### src/rtl/execute_divider.sv
// execute_divider: multi-cycle radix-2 restoring DIV/DIVU unit that stalls the pipeline while it iterates
module execute_divider #(
  parameter int WIDTH = 32
) (
  input  logic             clk,
  input  logic             rst,
  input  logic             start_i,
  input  logic             signed_i,
  input  logic             cancel_i,
  input  logic [WIDTH-1:0] dividend_i,
  input  logic [WIDTH-1:0] divisor_i,
  output logic             stall_o,
  output logic             result_vld_o,
  output logic [WIDTH-1:0] quotient_o,
  output logic [WIDTH-1:0] remainder_o
);
  localparam int CW = $clog2(WIDTH);
  typedef enum logic [1:0] {IDLE, BUSY, DONE} state_t;
  state_t state, state_n;
  logic [WIDTH-1:0] aq, b, rem, rem_n, aq_n, a_abs, b_abs, q_fix, r_fix;
  logic [WIDTH:0] rem_sh, diff;
  logic [CW-1:0] cnt;
  logic q_neg, r_neg, dz, accept, last;
  // aq starts as |dividend| and fills with quotient bits from the LSB as dividend bits shift out
  always_comb begin
    accept  = state == IDLE && start_i && !cancel_i;
    last    = state == BUSY && cnt == CW'(WIDTH - 1);
    stall_o = accept || state == BUSY;
    state_n = cancel_i ? IDLE : accept ? BUSY : last ? DONE : state == DONE ? IDLE : state;
    a_abs   = (signed_i && dividend_i[WIDTH-1]) ? -dividend_i : dividend_i;
    b_abs   = (signed_i && divisor_i[WIDTH-1]) ? -divisor_i : divisor_i;
    rem_sh  = {rem, aq[WIDTH-1]};
    diff    = rem_sh - {1'b0, b};
    rem_n   = diff[WIDTH] ? rem_sh[WIDTH-1:0] : diff[WIDTH-1:0];
    aq_n    = {aq[WIDTH-2:0], ~diff[WIDTH]};
    // a zero divisor yields all-ones quotient and |a| remainder, so only the quotient skips fix-up
    q_fix   = (q_neg && !dz) ? -aq_n : aq_n;
    r_fix   = r_neg ? -rem_n : rem_n;
  end
  always_ff @(posedge clk) begin
    if (rst) begin
      state        <= IDLE;
      cnt          <= '0;
      aq           <= '0;
      b            <= '0;
      rem          <= '0;
      q_neg        <= 1'b0;
      r_neg        <= 1'b0;
      dz           <= 1'b0;
      result_vld_o <= 1'b0;
      quotient_o   <= '0;
      remainder_o  <= '0;
    end else begin
      state        <= state_n;
      result_vld_o <= last && !cancel_i;
      if (accept) begin
        aq    <= a_abs;
        b     <= b_abs;
        rem   <= '0;
        cnt   <= '0;
        q_neg <= signed_i && (dividend_i[WIDTH-1] ^ divisor_i[WIDTH-1]);
        r_neg <= signed_i && dividend_i[WIDTH-1];
        dz    <= divisor_i == '0;
      end else if (state == BUSY) begin
        aq  <= aq_n;
        rem <= rem_n;
        cnt <= cnt + 1'b1;
      end
      if (last && !cancel_i) begin
        quotient_o  <= q_fix;
        remainder_o <= r_fix;
      end
    end
  end
endmodule

### config.mk
export PLATFORM = sky130hd
export DESIGN_NAME = execute_divider
export DESIGN_NICKNAME = d
export VERILOG_FILES = /design/src/rtl/execute_divider.sv
export SDC_FILE = /design/constraint.sdc
export NUM_CORES = 1
export LEC_CHECK = 0
export BUFFER_PORTS_ARGS = -buffer_cell sky130_fd_sc_hd__buf_2
export CORE_ASPECT_RATIO = 1.25
export CORE_UTILIZATION = 60
export CTS_CLUSTER_DIAMETER = 30
export CTS_CLUSTER_SIZE = 12
export DETAILED_ROUTE_END_ITERATION = 10
export PLACE_DENSITY = 0.82
export SYNTH_ARGS = -nofsm -noshare
export SYNTH_HDL_FRONTEND = slang
export SYNTH_SLANG_ARGS = --single-unit
### constraint.sdc
create_clock -name clk -period 5.3 [get_ports clk]
set_input_delay 0.53 -clock clk [delete_from_list [all_inputs] [get_ports clk]]
set_output_delay 0.53 -clock clk [all_outputs]
set_load 0.01 [all_outputs]
Word level (Yosys, flattened, before mapping)
Cells that the tools add are included.
{"block": "totals", "output_inout_bits": 66, "ff_bits": 171, "in_bits": 69, "word_cells": 52}
{"block": "op_classes", "mux": 10, "addsub": 6, "n_reduce_logical": 19, "n_bitwise": 2, "n_eq_ne": 3}
{"cell": "32-bit two-way mux", "count": 7}
{"cell": "32-bit negation", "count": 4}
{"cell": "33-bit by 32-bit subtractor with 33-bit output", "count": 1}
{"cell": "32-bit zero test", "count": 1}
{"cell": "1-bit logical AND", "count": 8}
{"cell": "5-bit by 1-bit adder with 5-bit output (second input constant)", "count": 1}
{"cell": "5-bit == test (second input constant)", "count": 1}
{"cell": "2-bit two-way mux", "count": 2}
{"cell": "2-bit nonzero test", "count": 2}
{"cell": "2-bit OR reduction", "count": 2}
{"cell": "3-bit nonzero test", "count": 1}
{"cell": "3-bit OR reduction", "count": 1}
{"cell": "2-bit by 1-bit == test with 1-bit output (second input constant)", "count": 1}
{"cell": "2-bit == test (second input constant)", "count": 1}
{"cell": "1-bit zero test", "count": 2}
{"cell": "2-bit zero test", "count": 1}
{"cell": "1-bit logical OR", "count": 1}
{"cell": "1-bit two-way mux", "count": 1}
{"cell": "1-bit inverter", "count": 1}
{"cell": "1-bit XOR", "count": 1}

Depth between registers and ports, before layout
Gate-level depths: netlist of run 1.
{"block": "depth", "depth_word": 4, "mapped_depth": 23, "ltp_nobuf": 21}

Worst setup path after synthesis of run 1
No wires, ideal clock.
{"block": "synth_path", "path_type": "flip-flop to flip-flop", "startpoint": "reg aq[31]", "endpoint": "reg remainder_o[28]", "setup_ps": 117, "required_ps": 5183, "path_stages_with_launch": 23, "setup_slack_ps": 871, "path_buffers": 2, "arrival_time_ps": 4312, "path_cell_list": "dfxtp_1 inv_1 ha_1 fa_1 nor2b_4 o31a_4 o21ai_2 o21ai_2 a41oi_4 xnor2_4 inv_4 buf_2 buf_1 nor2_1 a21oi_1 ha_1 nand2_1 nor4b_1 mux2i_1 a2111o_1 nor4_2 mux2i_1 nand2_1"}
{"block": "synth_between", "elab_chain_len": 4}
{"item": "from (decl)", "line_no": "20", "source": "logic [WIDTH-1:0] aq, b, rem, rem_n, aq_n, a_abs, b_abs, q_fix, r_fix;"}
{"item": "from (signal assigned)", "line_no": "57", "source": "aq <= a_abs;"}
{"item": "from (signal assigned)", "line_no": "65", "source": "aq <= aq_n;"}
{"item": "33-bit by 32-bit subtractor with 33-bit output", "line_no": "33", "source": "diff = rem_sh - {1'b0, b};"}
{"item": "32-bit two-way mux *", "line_no": "34", "source": "rem_n = diff[WIDTH] ? rem_sh[WIDTH-1:0] : diff[WIDTH-1:0];"}
{"item": "32-bit negation", "line_no": "38", "source": "r_fix = r_neg ? -rem_n : rem_n;"}
{"item": "32-bit two-way mux *", "line_no": "38"}
{"item": "to (signal assigned)", "line_no": "71", "source": "remainder_o <= r_fix;"}
{"item": "to (decl)", "line_no": "15", "source": "output logic [WIDTH-1:0] remainder_o"}
Every way passes the cells marked *; elsewhere a longest branch is shown, timed or not.
A chain may end at the register's enable or synchronous reset.

Final worst setup path of run 1
{"block": "layout_path", "startpoint": "reg aq[31]", "endpoint": "reg remainder_o[26]"}
Same word-level chain as after synthesis.

==> results of run 1 <==
-- critical path, stage by stage (launching register included) --
cell and delay, ns:
sky130_fd_sc_hd__dfxtp_1 0.35, sky130_fd_sc_hd__inv_1 0.07, sky130_fd_sc_hd__ha_1 0.20, sky130_fd_sc_hd__fa_1 0.44, sky130_fd_sc_hd__nor2b_4 0.15, sky130_fd_sc_hd__o31a_4 0.15, sky130_fd_sc_hd__o21ai_2 0.10, sky130_fd_sc_hd__o21ai_2 0.23
sky130_fd_sc_hd__a41oi_4 0.18, sky130_fd_sc_hd__xnor2_4 0.17, sky130_fd_sc_hd__inv_4 0.30, sky130_fd_sc_hd__nor2_1 0.07, sky130_fd_sc_hd__a21oi_1 0.23, sky130_fd_sc_hd__ha_1 0.31, sky130_fd_sc_hd__nand2_1 0.08, sky130_fd_sc_hd__nor4b_1 0.28
sky130_fd_sc_hd__mux2i_1 0.24, sky130_fd_sc_hd__nor3_2 0.54, sky130_fd_sc_hd__a311oi_1 0.17, sky130_fd_sc_hd__a41oi_1 0.20, sky130_fd_sc_hd__a31oi_1 0.10
-- power breakdown --
part	internal, mW	switching, mW	total (mW)
clock network	0.616	0.555	1.17
registers	1.33	0.0657	1.40
logic	0.484	0.863	1.35
total	2.43	1.48	3.92
-- layout by cell type (no fill, tap or decap), types with 12 or more instances in the layout --
| cell type | instances |
|---|---|
| sky130_fd_sc_hd__a211oi_1 | 82 |
| sky130_fd_sc_hd__a21o_1 | 13 |
| sky130_fd_sc_hd__a21oi_1 | 107 |
| sky130_fd_sc_hd__a311oi_1 | 42 |
| sky130_fd_sc_hd__a31oi_1 | 16 |
| sky130_fd_sc_hd__and2_1 | 13 |
| sky130_fd_sc_hd__and3_1 | 12 |
| sky130_fd_sc_hd__buf_2 | 133 |
| sky130_fd_sc_hd__clkbuf_16 | 17 |
| sky130_fd_sc_hd__dfxtp_1 | 171 |
| sky130_fd_sc_hd__ha_1 | 38 |
| sky130_fd_sc_hd__inv_1 | 55 |
| sky130_fd_sc_hd__mux2i_1 | 29 |
| sky130_fd_sc_hd__nand2_1 | 174 |
| sky130_fd_sc_hd__nand3_1 | 23 |
| sky130_fd_sc_hd__nand4_1 | 12 |
| sky130_fd_sc_hd__nor2_1 | 206 |
| sky130_fd_sc_hd__nor3_1 | 38 |
| sky130_fd_sc_hd__nor4_1 | 13 |
| sky130_fd_sc_hd__o21ai_0 | 52 |
| sky130_fd_sc_hd__o31ai_1 | 18 |
| sky130_fd_sc_hd__or3_1 | 21 |
| sky130_fd_sc_hd__xnor2_1 | 58 |
| sky130_fd_sc_hd__xor2_1 | 58 |
-- worst max path at each step --
stage,to,depth (start not counted),startpoint
2_1_floorplan,remainder_o[28],22,aq[31]
4_1_cts,remainder_o[26],20,aq[31]
6_report,remainder_o[26],20,aq[31]
3_3_place_gp,remainder_o[18],20,aq[31]
5_1_grt,remainder_o[16],20,aq[31]
3_5_place_dp,remainder_o[26],20,aq[31]
-- per-layer routing --
metal | global-route usage, % | vias to the layer above | share of wire, %
li1 | - | 5596 | -
met5 | 0 | - | 0
met4 | 28.9 | 0 | 7.9
met1 | 34.4 | 5363 | 36
met2 | 62.8 | 397 | 51
met3 | 5.27 | 146 | 4.5
-- final cells by class --
cell class,count,area (um^2)
fillers,1634,6060
repair buffers,144,761
well taps,232,290
clock inverters,12,91.3
clock buffers,20,447
inverters,57,216
flip-flops and latches,171,3420
multi-input cells,1189,7550
-- flip-flops by register name, indices dropped and copies added, names as in the netlist --
register      count
remainder_o      32
rem              32
result_vld_o      1
cnt               5
dz                1
quotient_o       32
r_neg             1
aq               32
b                32
state             2
q_neg             1
-- logic make-up (layout without fill, tap and decap cells) --
group,after synthesis,in the layout,share of synthesized area (%)
multiplexers,37,37,3.38
AND/OR/NAND/NOR,575,575,23.1
AO/OA/AOI/OAI,421,421,25.4
adder cells (fa/ha/maj),39,39,4.29
flip-flops,171,171,29.6
XOR/XNOR,117,117,9.03
buffers and inverters,148,233,5.16
==> impl_summary.txt, run 1 <==
----------------------------------------------------
[Place]
  Pre-CTS setup slack ... 0.729 ns
  Area of placed instances ... 0.0122 mm^2
  HPWL after detailed placement ... 25.0 mm
  Count of buffers from port buffering ... 134
  Final weighted congestion in routability-driven placement ... 0.936
  Cell count after placement ... 1793

[Clocking]
  Count of H-tree levels built during CTS ... 4
  Clock insertion delay at the later pin of the skew report ... 0.44 ns
  Number of hold buffers added after CTS ... 0
  CTS Buffer Depth ... 2
  Buffer type at the clock tree root ... sky130_fd_sc_hd__clkbuf_16
  Total number of clock tree sinks ... 171
  Clock tree from TritonCTS ... done
  TritonCTS buffer count ... 17
  Number of buffers added for setup after CTS ... 0
  Post-cts resize count ... 0
  Clk pin slew, worst setup/hold paths ... 0.07 ns

[Setup path]
  Destination of the worst register-to-register timing path ... remainder_o[26]
  Worst R2R Start ... aq[31]
  Type of the worst setup path ... flip-flop to flip-flop
  Worst setup EP type ... flip-flop
  Slack of the worst reg-to-reg path ... 0.58 ns
  Critical path data arrival time ... 5.03 ns
  Sort of element at the start of the critical path ... flip-flop
  Critical path fanouts, max ... 36
  Crit path required time ... 5.61 ns
  Reg2reg path depth ... 20

[Synth]
  Share of Yosys cell area claimed by the top area cell type ... 29.6%
  Share of flip-flops with an asynchronous set or reset ... 0%
  Library cells used by synthesis ... 89
  Synth warnings ... 0
  Top cells by count, synth ... sky130_fd_sc_hd__nor2_1 (206), sky130_fd_sc_hd__nand2_1 (174), sky130_fd_sc_hd__dfxtp_1 (171)
  Post-synthesis instance total ... 1508
  Per-instance average area after synthesis ... 7.66 um^2
  Main area contributors after synthesis ... sky130_fd_sc_hd__dfxtp_1 (30%), sky130_fd_sc_hd__nor2_1 (6.7%), sky130_fd_sc_hd__nand2_1 (5.7%)
  Number of synthesized register bits ... 171
  Post-Synthesis Net Count ... 1616
  Number of enable flip-flop cells after synthesis ... 0
  Yosys top cell by area ... sky130_fd_sc_hd__dfxtp_1
  Post-synthesis cell area ... 0.0116 mm^2
  Share of the yosys chip area belonging to registers ... 29.6%
  Most used flip-flop cell after synthesis ... sky130_fd_sc_hd__dfxtp_1
  Most common cell in the synthesized netlist ... sky130_fd_sc_hd__nor2_1

[Drt]
  Routed wire per std cell ... 18.5 um
  Iteration-0 DRC Markers ... 842
  Count of TritonRoute iterations in the first routing pass ... 5
  Number of nets still failing antenna checks after routing ... 0
  Vias post-DR ... 11.5k
  Detailed-route wire length ... 33.7 mm
  DRC violations left ... 0
  Vias per Instance ... 6.30

[Hold path]
  Destination of the worst hold path ... state[1]
  Start point of the worst min-delay path ... cancel_i
  Type of the most critical hold path ... input port to flip-flop
  Worst hold path cell count ... 2

[Floorplan]
  Standard-cell rows ... 56
  Full die area ... 0.0198 mm^2
  Total core area ... 0.0188 mm^2
  # IOs ... 135
  Die W ... 126 um
  Starting utilization of the core area ... 61.3%
  Vertical die dimension ... 157 um

[GRT]
  Antenna violations before repair ... 0
  Wire length of the first global-routing pass ... 53.6 mm
  Overall overflow remaining after global route ... 0
  Maximum number of pins on one net before global-route repair ... 98
  Vias in the first global route ... 11.0k
  Overall track demand over capacity in global routing ... 34.4%

[Timing]
  Relative max-transition margin ... 31.1%
  Setup violators final ... 0
  Worst path setup slack after routing ... 0.583 ns
  Sum of negative setup slack ... 0 ns
  Max Fclk ... 212 MHz
  Total count of hold-check failures in the final report ... 0
  Tcrit/Tclk final ... 89.0%
  Worst hold slack across all endpoints ... 0.348 ns
  Slew at the pin closest to its max-slew limit ... 1.03 ns
  Setup repair after global routing missed its margin ... no
  Final Critical Period ... 4.72 ns
  Final worst clock skew ... 0.00667 ns
  Total count of max-transition violations in the final report ... 0

[Finish]
  Synth-to-layout area growth ... 10.6%
  Diodes inserted ... 0
  Share of final-layout standard cells stronger than drive strength 1 ... 13.7%
  Post-layout util ... 67.8%
  Final Instance Count excl. Fillers ... 1825
  Layout Cell Area excl Fill ... 0.0128 mm^2
  Net total in the final layout ... 1688

[Power and ir drop]
  Largest vdd supply drop ... 0.000278 V
  Overall power of the completed layout ... 3.92 mW
  Reported leakage power ... 4.98 nW
  Power density over cell area ... 306 mW/mm^2

[Outcome]
  Result of the run ... complete, no violations

[Run]
  Number of maximum-capacitance violations ... 0

----------------------------------------------------
Power figures use the tool's default switching activity.
==> run 2, diff against run 1 <==
--- a/config.mk
+++ b/config.mk
@@ -11,6 +11,7 @@
 export CTS_CLUSTER_DIAMETER = 30
 export CTS_CLUSTER_SIZE = 12
 export DETAILED_ROUTE_END_ITERATION = 10
+export HOLD_SLACK_MARGIN = 0.15
 export PLACE_DENSITY = 0.82
 export SYNTH_ARGS = -nofsm -noshare
 export SYNTH_HDL_FRONTEND = slang
==> constraint.sdc (replaced) <==
create_clock -name clk -period 5.1 [get_ports clk]
set_input_delay 0.51 -clock clk [delete_from_list [all_inputs] [get_ports clk]]
set_output_delay 0.51 -clock clk [all_outputs]
set_load 0.01 [all_outputs]
==> impl_summary.txt, run 2 (synthesis gave the netlist of run 1 again) <==
----------------------------------------------------
[Clocking]
  Buffer type at the clock tree root ... sky130_fd_sc_hd__clkbuf_16
  Count of H-tree levels built during CTS ... 4 (unchanged)
  Number of buffers added for setup after CTS ... 0 (unchanged)
  TritonCTS buffer count ... 17 (unchanged)
  Number of hold buffers added after CTS ... 0 (unchanged)
  Post-cts resize count ... 0 (unchanged)
  Total number of clock tree sinks ... 171 (unchanged)
  Clk pin slew, worst setup/hold paths ... 0.07 ns (about the same)
  CTS Buffer Depth ... 2 (unchanged)
  Clock insertion delay at the later pin of the skew report ... 0.44 ns (about the same)
  Clock tree from TritonCTS ... done

[Finish]
  Post-layout util ... 68.1% (+0.27 points)
  Net total in the final layout ... 1690 (+0.12%)
  Commonest non-fill, non-tap cell in the layout ... sky130_fd_sc_hd__nor2_1
  Diodes inserted ... 0 (unchanged)
  Share of final-layout standard cells stronger than drive strength 1 ... 13.8% (+0.054 points)
  Synth-to-layout area growth ... 11.1%
  Final Instance Count excl. Fillers ... 1826 (+0.055%)
  Filler Cell Count ... 1650 (+0.98%)
  Commonest non-fill, non-tap cells in the layout ... sky130_fd_sc_hd__nor2_1 (206), sky130_fd_sc_hd__nand2_1 (174), sky130_fd_sc_hd__dfxtp_1 (171), sky130_fd_sc_hd__buf_2 (133), sky130_fd_sc_hd__a21oi_1 (107)

[Hold path]
  Start point of the worst min-delay path ... cancel_i
  Type of the most critical hold path ... input port to flip-flop

[Drt]
  Vias post-DR ... 11.5k (-0.23%)
  Vias per Instance ... 6.28 (-0.28%)
  Number of nets still failing antenna checks after routing ... 0 (unchanged)
  Routed metal-1 wire length ... 12.2 mm (-0.29%)
  Detailed-routed wire length on met3 ... 1.31 mm (-13%)
  Routed wire per std cell ... 18.2 um (-1.2%)
  Detail Route met2 WL ... 17.0 mm (-1.4%)
  Iteration-0 DRC Markers ... 686 (-19%)
  Top layer reached by signal wires ... met4
  Detailed-route wire length ... 33.3 mm (-1.1%)
  DRC violations left ... 0 (unchanged)
  Count of TritonRoute iterations in the first routing pass ... 9 (+4)

[Floorplan]
  Vertical die dimension ... 157 um (unchanged)
  Starting utilization of the core area ... 61.3% (unchanged)
  # IOs ... 135 (unchanged)
  Standard-cell rows ... 56 (unchanged)
  Total core area ... 0.0188 mm^2 (unchanged)
  Die W ... 126 um (unchanged)
  Full die area ... 0.0198 mm^2 (unchanged)

[Timing]
  Setup violators final ... 0 (unchanged)
  Tcrit/Tclk final ... 86.7% (-2.3 points)
  Relative max-transition margin ... 19.2% (-12 points)
  Total count of max-transition violations in the final report ... 0 (unchanged)
  Max Fclk ... 226 MHz (+6.6%)
  Worst hold slack across all endpoints ... 0.335 ns (-0.0124 ns)
  Sum of negative setup slack ... 0 ns (unchanged)
  Total count of hold-check failures in the final report ... 0 (unchanged)
  Final Critical Period ... 4.42 ns (-0.294 ns)
  Final worst clock skew ... 0.0130 ns (+0.00629 ns)
  Setup repair after global routing missed its margin ... no
  Slew at the pin closest to its max-slew limit ... 1.21 ns (+0.175 ns)

[Setup path]
  Worst setup EP type ... flip-flop
  Crit path required time ... 5.44 ns (-0.17 ns)
  Sort of element at the start of the critical path ... flip-flop
  Critical path fanouts, max ... 44 (+22%)
  Worst R2R Start ... aq[31]
  Startpoint of the worst setup timing path ... aq[31]
  Type of the worst setup path ... flip-flop to flip-flop
  Critical path data arrival time ... 4.76 ns (-0.27 ns)

[Outcome]
  Result of the run ... complete, no violations

[Power and ir drop]
  Sequential share of power ... 35.1% (-0.6 points)
  Switching fraction of total power ... 36.7% (-1.1 points)
  Net Sw Power ... 1.52 mW (+2.6%)
  Clock share of power ... 31.0% (+1.1 points)
  Power density over cell area ... 323 mW/mm^2 (+5.4%)
  Cell-internal power ... 2.62 mW (+7.7%)
  Largest vdd supply drop ... 0.000320 V (+15%)
  Reported leakage power ... 5.00 nW (+0.48%)
  Part of the total power dissipated in combinational logic ... 33.9% (-0.5 points)

[GRT]
  Vias in the first global route ... 11.1k (+1.3%)
  Antenna violations before repair ... 0 (unchanged)
  Wire length of the first global-routing pass ... 53.4 mm (-0.44%)
  Overall track demand over capacity in global routing ... 34.2% (-0.20 points)
  Overall overflow remaining after global route ... 0 (unchanged)
  Maximum number of pins on one net before global-route repair ... 95 (-3.1%)

[Run]
  Number of maximum-capacitance violations ... 0 (unchanged)

[Place]
  Count of buffers from port buffering ... 134 (unchanged)
  HPWL after detailed placement ... 25.1 mm (+0.27%)
  Cell count after placement ... 1795 (+0.11%)
  Final weighted congestion in routability-driven placement ... 0.946 (+1.0%)

----------------------------------------------------
[run 2: changes by cell type in the layout (fill, tap and decap cells not counted)]
cell / change
sky130_fd_sc_hd__clkinv_2: -2
sky130_fd_sc_hd__buf_4: +2
sky130_fd_sc_hd__inv_6: -1
sky130_fd_sc_hd__clkbuf_8: +3
sky130_fd_sc_hd__bufinv_16: +1
sky130_fd_sc_hd__clkinv_4: -2
[run 2: layout make-up]
class	count	area [um^2]	area share (%)
clock buffer	23	488	3.80
multi-input combinational	1189	7550	58.9
timing repair buffer	146	776	6.04
inverter	57	216	1.69
tap	232	290	2.26
sequential	171	3420	26.7
clock inverter	8	85.1	0.663
[run 2: worst paths after layout]
check | endpoint | slack (ns) | depth (start not counted)
worst max register to register | remainder_o[31] | 0.68 | 15
worst min register to register | remainder_o[11] | 0.45 | 2
worst min-delay path | state[1] | 0.34 | 2
worst max-delay path | remainder_o[31] | 0.68 | 15
[run 2: through the flow]
step	worst slack (ns)	instance area, um^2	power (mW)
after global placement	0.763	12300	2.84
after global routing	0.317	12800	4.33
after CTS	0.713	12800	4.13
after detailed placement	0.733	12300	2.86
final	0.677	12800	4.14
after floorplan	0.671	11600	2.50
[run 2: critical path, stage by stage (launching register included)]
cell,delay (ns)
sky130_fd_sc_hd__dfxtp_1,0.35
sky130_fd_sc_hd__inv_1,0.06
sky130_fd_sc_hd__ha_1,0.20
sky130_fd_sc_hd__fa_1,0.44
sky130_fd_sc_hd__nor2b_4,0.15
sky130_fd_sc_hd__o31a_4,0.15
sky130_fd_sc_hd__o21ai_2,0.10
sky130_fd_sc_hd__o21ai_2,0.21
sky130_fd_sc_hd__a41oi_4,0.19
sky130_fd_sc_hd__xnor2_4,0.23
sky130_fd_sc_hd__buf_4,0.54
sky130_fd_sc_hd__mux2i_1,0.52
sky130_fd_sc_hd__o221ai_2,0.24
sky130_fd_sc_hd__a211oi_1,0.53
sky130_fd_sc_hd__nand3_1,0.14
sky130_fd_sc_hd__o221ai_1,0.25
[run 2: routing by layer]
metal  GRT usage, %  up-vias
li1               -     5587
met1           34.7     5336
met2           62.9      400
met3           4.42      153
met4           27.8        0
met5              0        -
[run 2: power groups by stage]
stage          registers (mW)  logic [mW]  clock network [mW]
6_report                 1.45        1.40                1.28
5_1_grt                  1.46        1.52                1.35
4_1_cts                  1.45        1.39                1.29
3_5_place_dp             1.48        1.38                   0
3_3_place_gp             1.48        1.36                   0
2_1_floorplan            1.45        1.05                   0
==> run 3, diff against run 2 <==
--- a/config.mk
+++ b/config.mk
@@ -13,6 +13,7 @@
 export DETAILED_ROUTE_END_ITERATION = 10
 export HOLD_SLACK_MARGIN = 0.15
 export PLACE_DENSITY = 0.82
+export RECOVER_POWER = 100
 export SYNTH_ARGS = -nofsm -noshare
 export SYNTH_HDL_FRONTEND = slang
 export SYNTH_SLANG_ARGS = --single-unit
==> impl_summary.txt, run 3 (synthesis gave the netlist of run 1 again) <==
----------------------------------------------------
[Outcome]
  Result of the run ... finished, violations left
  Failing checks ... max-capacitance violations, max-slew violations

[Finish]
  Filler Cell Count ... 1699 (+3.0%)
  Multi-input logic area ... 0.00751 mm^2 (-0.61%)
  Diodes inserted ... 0 (unchanged)
  Commonest non-fill, non-tap cell in the layout ... sky130_fd_sc_hd__nor2_1
  Synth-to-layout area growth ... 9.69%
  Commonest non-fill, non-tap cells in the layout ... sky130_fd_sc_hd__nor2_1 (206), sky130_fd_sc_hd__nand2_1 (174), sky130_fd_sc_hd__dfxtp_1 (171), sky130_fd_sc_hd__a21oi_1 (107), sky130_fd_sc_hd__a211oi_1 (82)
  Final Instance Count excl. Fillers ... 1826 (unchanged)
  Area used by sequential logic in the layout ... 0.00342 mm^2 (unchanged)
  Net total in the final layout ... 1690 (unchanged)
  Share of final-layout standard cells stronger than drive strength 1 ... 9.03% (-4.8 points)

[Setup path]
  Type of the worst setup path ... flip-flop to flip-flop
  Worst setup EP type ... flip-flop
  Sort of element at the start of the critical path ... flip-flop
  Critical path data arrival time ... 5.02 ns (+0.26 ns)
  Crit path required time ... 5.45 ns (about the same)
  Critical path fanouts, max ... 44 (unchanged)

[Clocking]
  Number of hold buffers added after CTS ... 0 (unchanged)
  TritonCTS buffer count ... 17 (unchanged)
  Clock insertion delay at the later pin of the skew report ... 0.44 ns (about the same)
  Number of buffers added for setup after CTS ... 0 (unchanged)
  Post-cts resize count ... 0 (unchanged)
  Total number of clock tree sinks ... 171 (unchanged)
  Clk pin slew, worst setup/hold paths ... 0.07 ns (about the same)
  Buffer type at the clock tree root ... sky130_fd_sc_hd__clkbuf_16
  CTS Buffer Depth ... 2 (unchanged)
  Clock tree from TritonCTS ... done
  Count of H-tree levels built during CTS ... 4 (unchanged)

[Floorplan]
  Total core area ... 0.0188 mm^2 (unchanged)
  # IOs ... 135 (unchanged)
  Die W ... 126 um (unchanged)
  Starting utilization of the core area ... 61.3% (unchanged)
  Vertical die dimension ... 157 um (unchanged)
  Standard-cell rows ... 56 (unchanged)
  Full die area ... 0.0198 mm^2 (unchanged)

[Timing]
  Final Critical Period ... 4.67 ns (+0.248 ns)
  Setup violators final ... 0 (unchanged)
  Slew at the pin closest to its max-slew limit ... 4.12 ns (+2.91 ns)
  Total count of max-transition violations in the final report ... 225 (+225)
  Max Fclk ... 214 MHz (-5.3%)
  Relative max-transition margin ... -175% (-190 points)
  Final worst clock skew ... 0.0137 ns (+0.000740 ns)
  Tcrit/Tclk final ... 91.6% (+4.9 points)
  Setup repair after global routing missed its margin ... no
  Sum of negative setup slack ... 0 ns (unchanged)
  Total count of hold-check failures in the final report ... 0 (unchanged)

[Drt]
  Count of TritonRoute iterations in the first routing pass ... 6 (-3)
  Vias per Instance ... 6.27 (-0.21%)
  Number of nets still failing antenna checks after routing ... 0 (unchanged)
  Iteration-0 DRC Markers ... 787 (+15%)
  Detailed-route wire length ... 33.3 mm (about the same)
  Routed wire per std cell ... 18.2 um (about the same)
  DRC violations left ... 0 (unchanged)
  Vias post-DR ... 11.5k (-0.21%)

[Power and ir drop]
  Reported leakage power ... 4.69 nW (-6.3%)
  Largest vdd supply drop ... 0.000317 V (-0.70%)
  Power density over cell area ... 325 mW/mm^2 (+0.74%)

[GRT]
  Antenna violations before repair ... 0 (unchanged)
  Vias in the first global route ... 11.1k (unchanged)
  Overall overflow remaining after global route ... 0 (unchanged)
  Overall track demand over capacity in global routing ... 34.2% (unchanged)
  Wire length of the first global-routing pass ... 53.4 mm (unchanged)
  Maximum number of pins on one net before global-route repair ... 95 (unchanged)

[Place]
  HPWL after detailed placement ... 25.1 mm (unchanged)
  Final weighted congestion in routability-driven placement ... 0.946 (unchanged)
  Count of buffers from port buffering ... 134 (unchanged)
  Cell count after placement ... 1795 (unchanged)

[Hold path]
  Type of the most critical hold path ... input port to flip-flop

[Run]
  Number of maximum-capacitance violations ... 3 (+3)

----------------------------------------------------
[run 3: per-stage QoR]
step | power [mW] | hold WS, ns | utilization, % | instance area, um^2 | setup slack [ns]
finish | 4.12 | 0.327 | 67.3 | 12700 | 0.429
global route | 4.31 | 0.331 | 67.3 | 12700 | 0.163
CTS | 4.13 | 0.332 | 68.1 | 12800 | 0.713
detailed placement | 2.86 | 0.440 | 65.0 | 12300 | 0.733
global placement | 2.84 | 0.437 | 65.0 | 12300 | 0.763
floorplan | 2.50 | 0.432 | - | 11600 | 0.671
[run 3: cell type report]
cell class	instances	share of cell area, %
Clock buffer	23	3.85
Clock inverter	8	0.671
Inverter	57	1.71
Multi-Input combinational cell	1189	59.2
Sequential cell	171	27.0
Tap cell	232	2.29
Timing Repair Buffer	146	5.24
[run 3: path summary, 6_finish.rpt]
| check | startpoint | endpoint | slack (ns) | depth (start not counted) |
|---|---|---|---|---|
| max reg2reg | aq[31] | remainder_o[27] | 0.43 | 15 |
| min | cancel_i | state[1] | 0.33 | 2 |
| min reg2reg | remainder_o[15] | remainder_o[15] | 0.45 | 2 |
| max | aq[31] | remainder_o[27] | 0.43 | 15 |
[run 3: critical path: stages (launching register included)]
cell	delay (ns)
sky130_fd_sc_hd__dfxtp_1	0.35
sky130_fd_sc_hd__inv_1	0.06
sky130_fd_sc_hd__ha_1	0.20
sky130_fd_sc_hd__fa_1	0.44
sky130_fd_sc_hd__nor2b_4	0.15
sky130_fd_sc_hd__o31a_4	0.15
sky130_fd_sc_hd__o21ai_2	0.10
sky130_fd_sc_hd__o21ai_2	0.21
sky130_fd_sc_hd__a41oi_4	0.16
sky130_fd_sc_hd__xnor2_1	0.37
sky130_fd_sc_hd__buf_4	0.59
sky130_fd_sc_hd__mux2_1	0.50
sky130_fd_sc_hd__nor4_4	0.62
sky130_fd_sc_hd__and4bb_1	0.33
sky130_fd_sc_hd__nand3_1	0.10
sky130_fd_sc_hd__a31oi_1	0.24
[run 3: power by group]
part | internal (mW) | switching, mW
registers | 1.39 | 0.0673
clock network | 0.726 | 0.560
logic | 0.494 | 0.888
total | 2.61 | 1.52
[run 3: per-layer routing]
metal | track usage (%) | vias up | wire (um)
met5 | 0 | - | 0
met3 | 4.42 | 157 | 1230
li1 | - | 5593 | -
met2 | 62.9 | 378 | 16900
met4 | 27.8 | 0 | 2840
met1 | 34.7 | 5324 | 12400
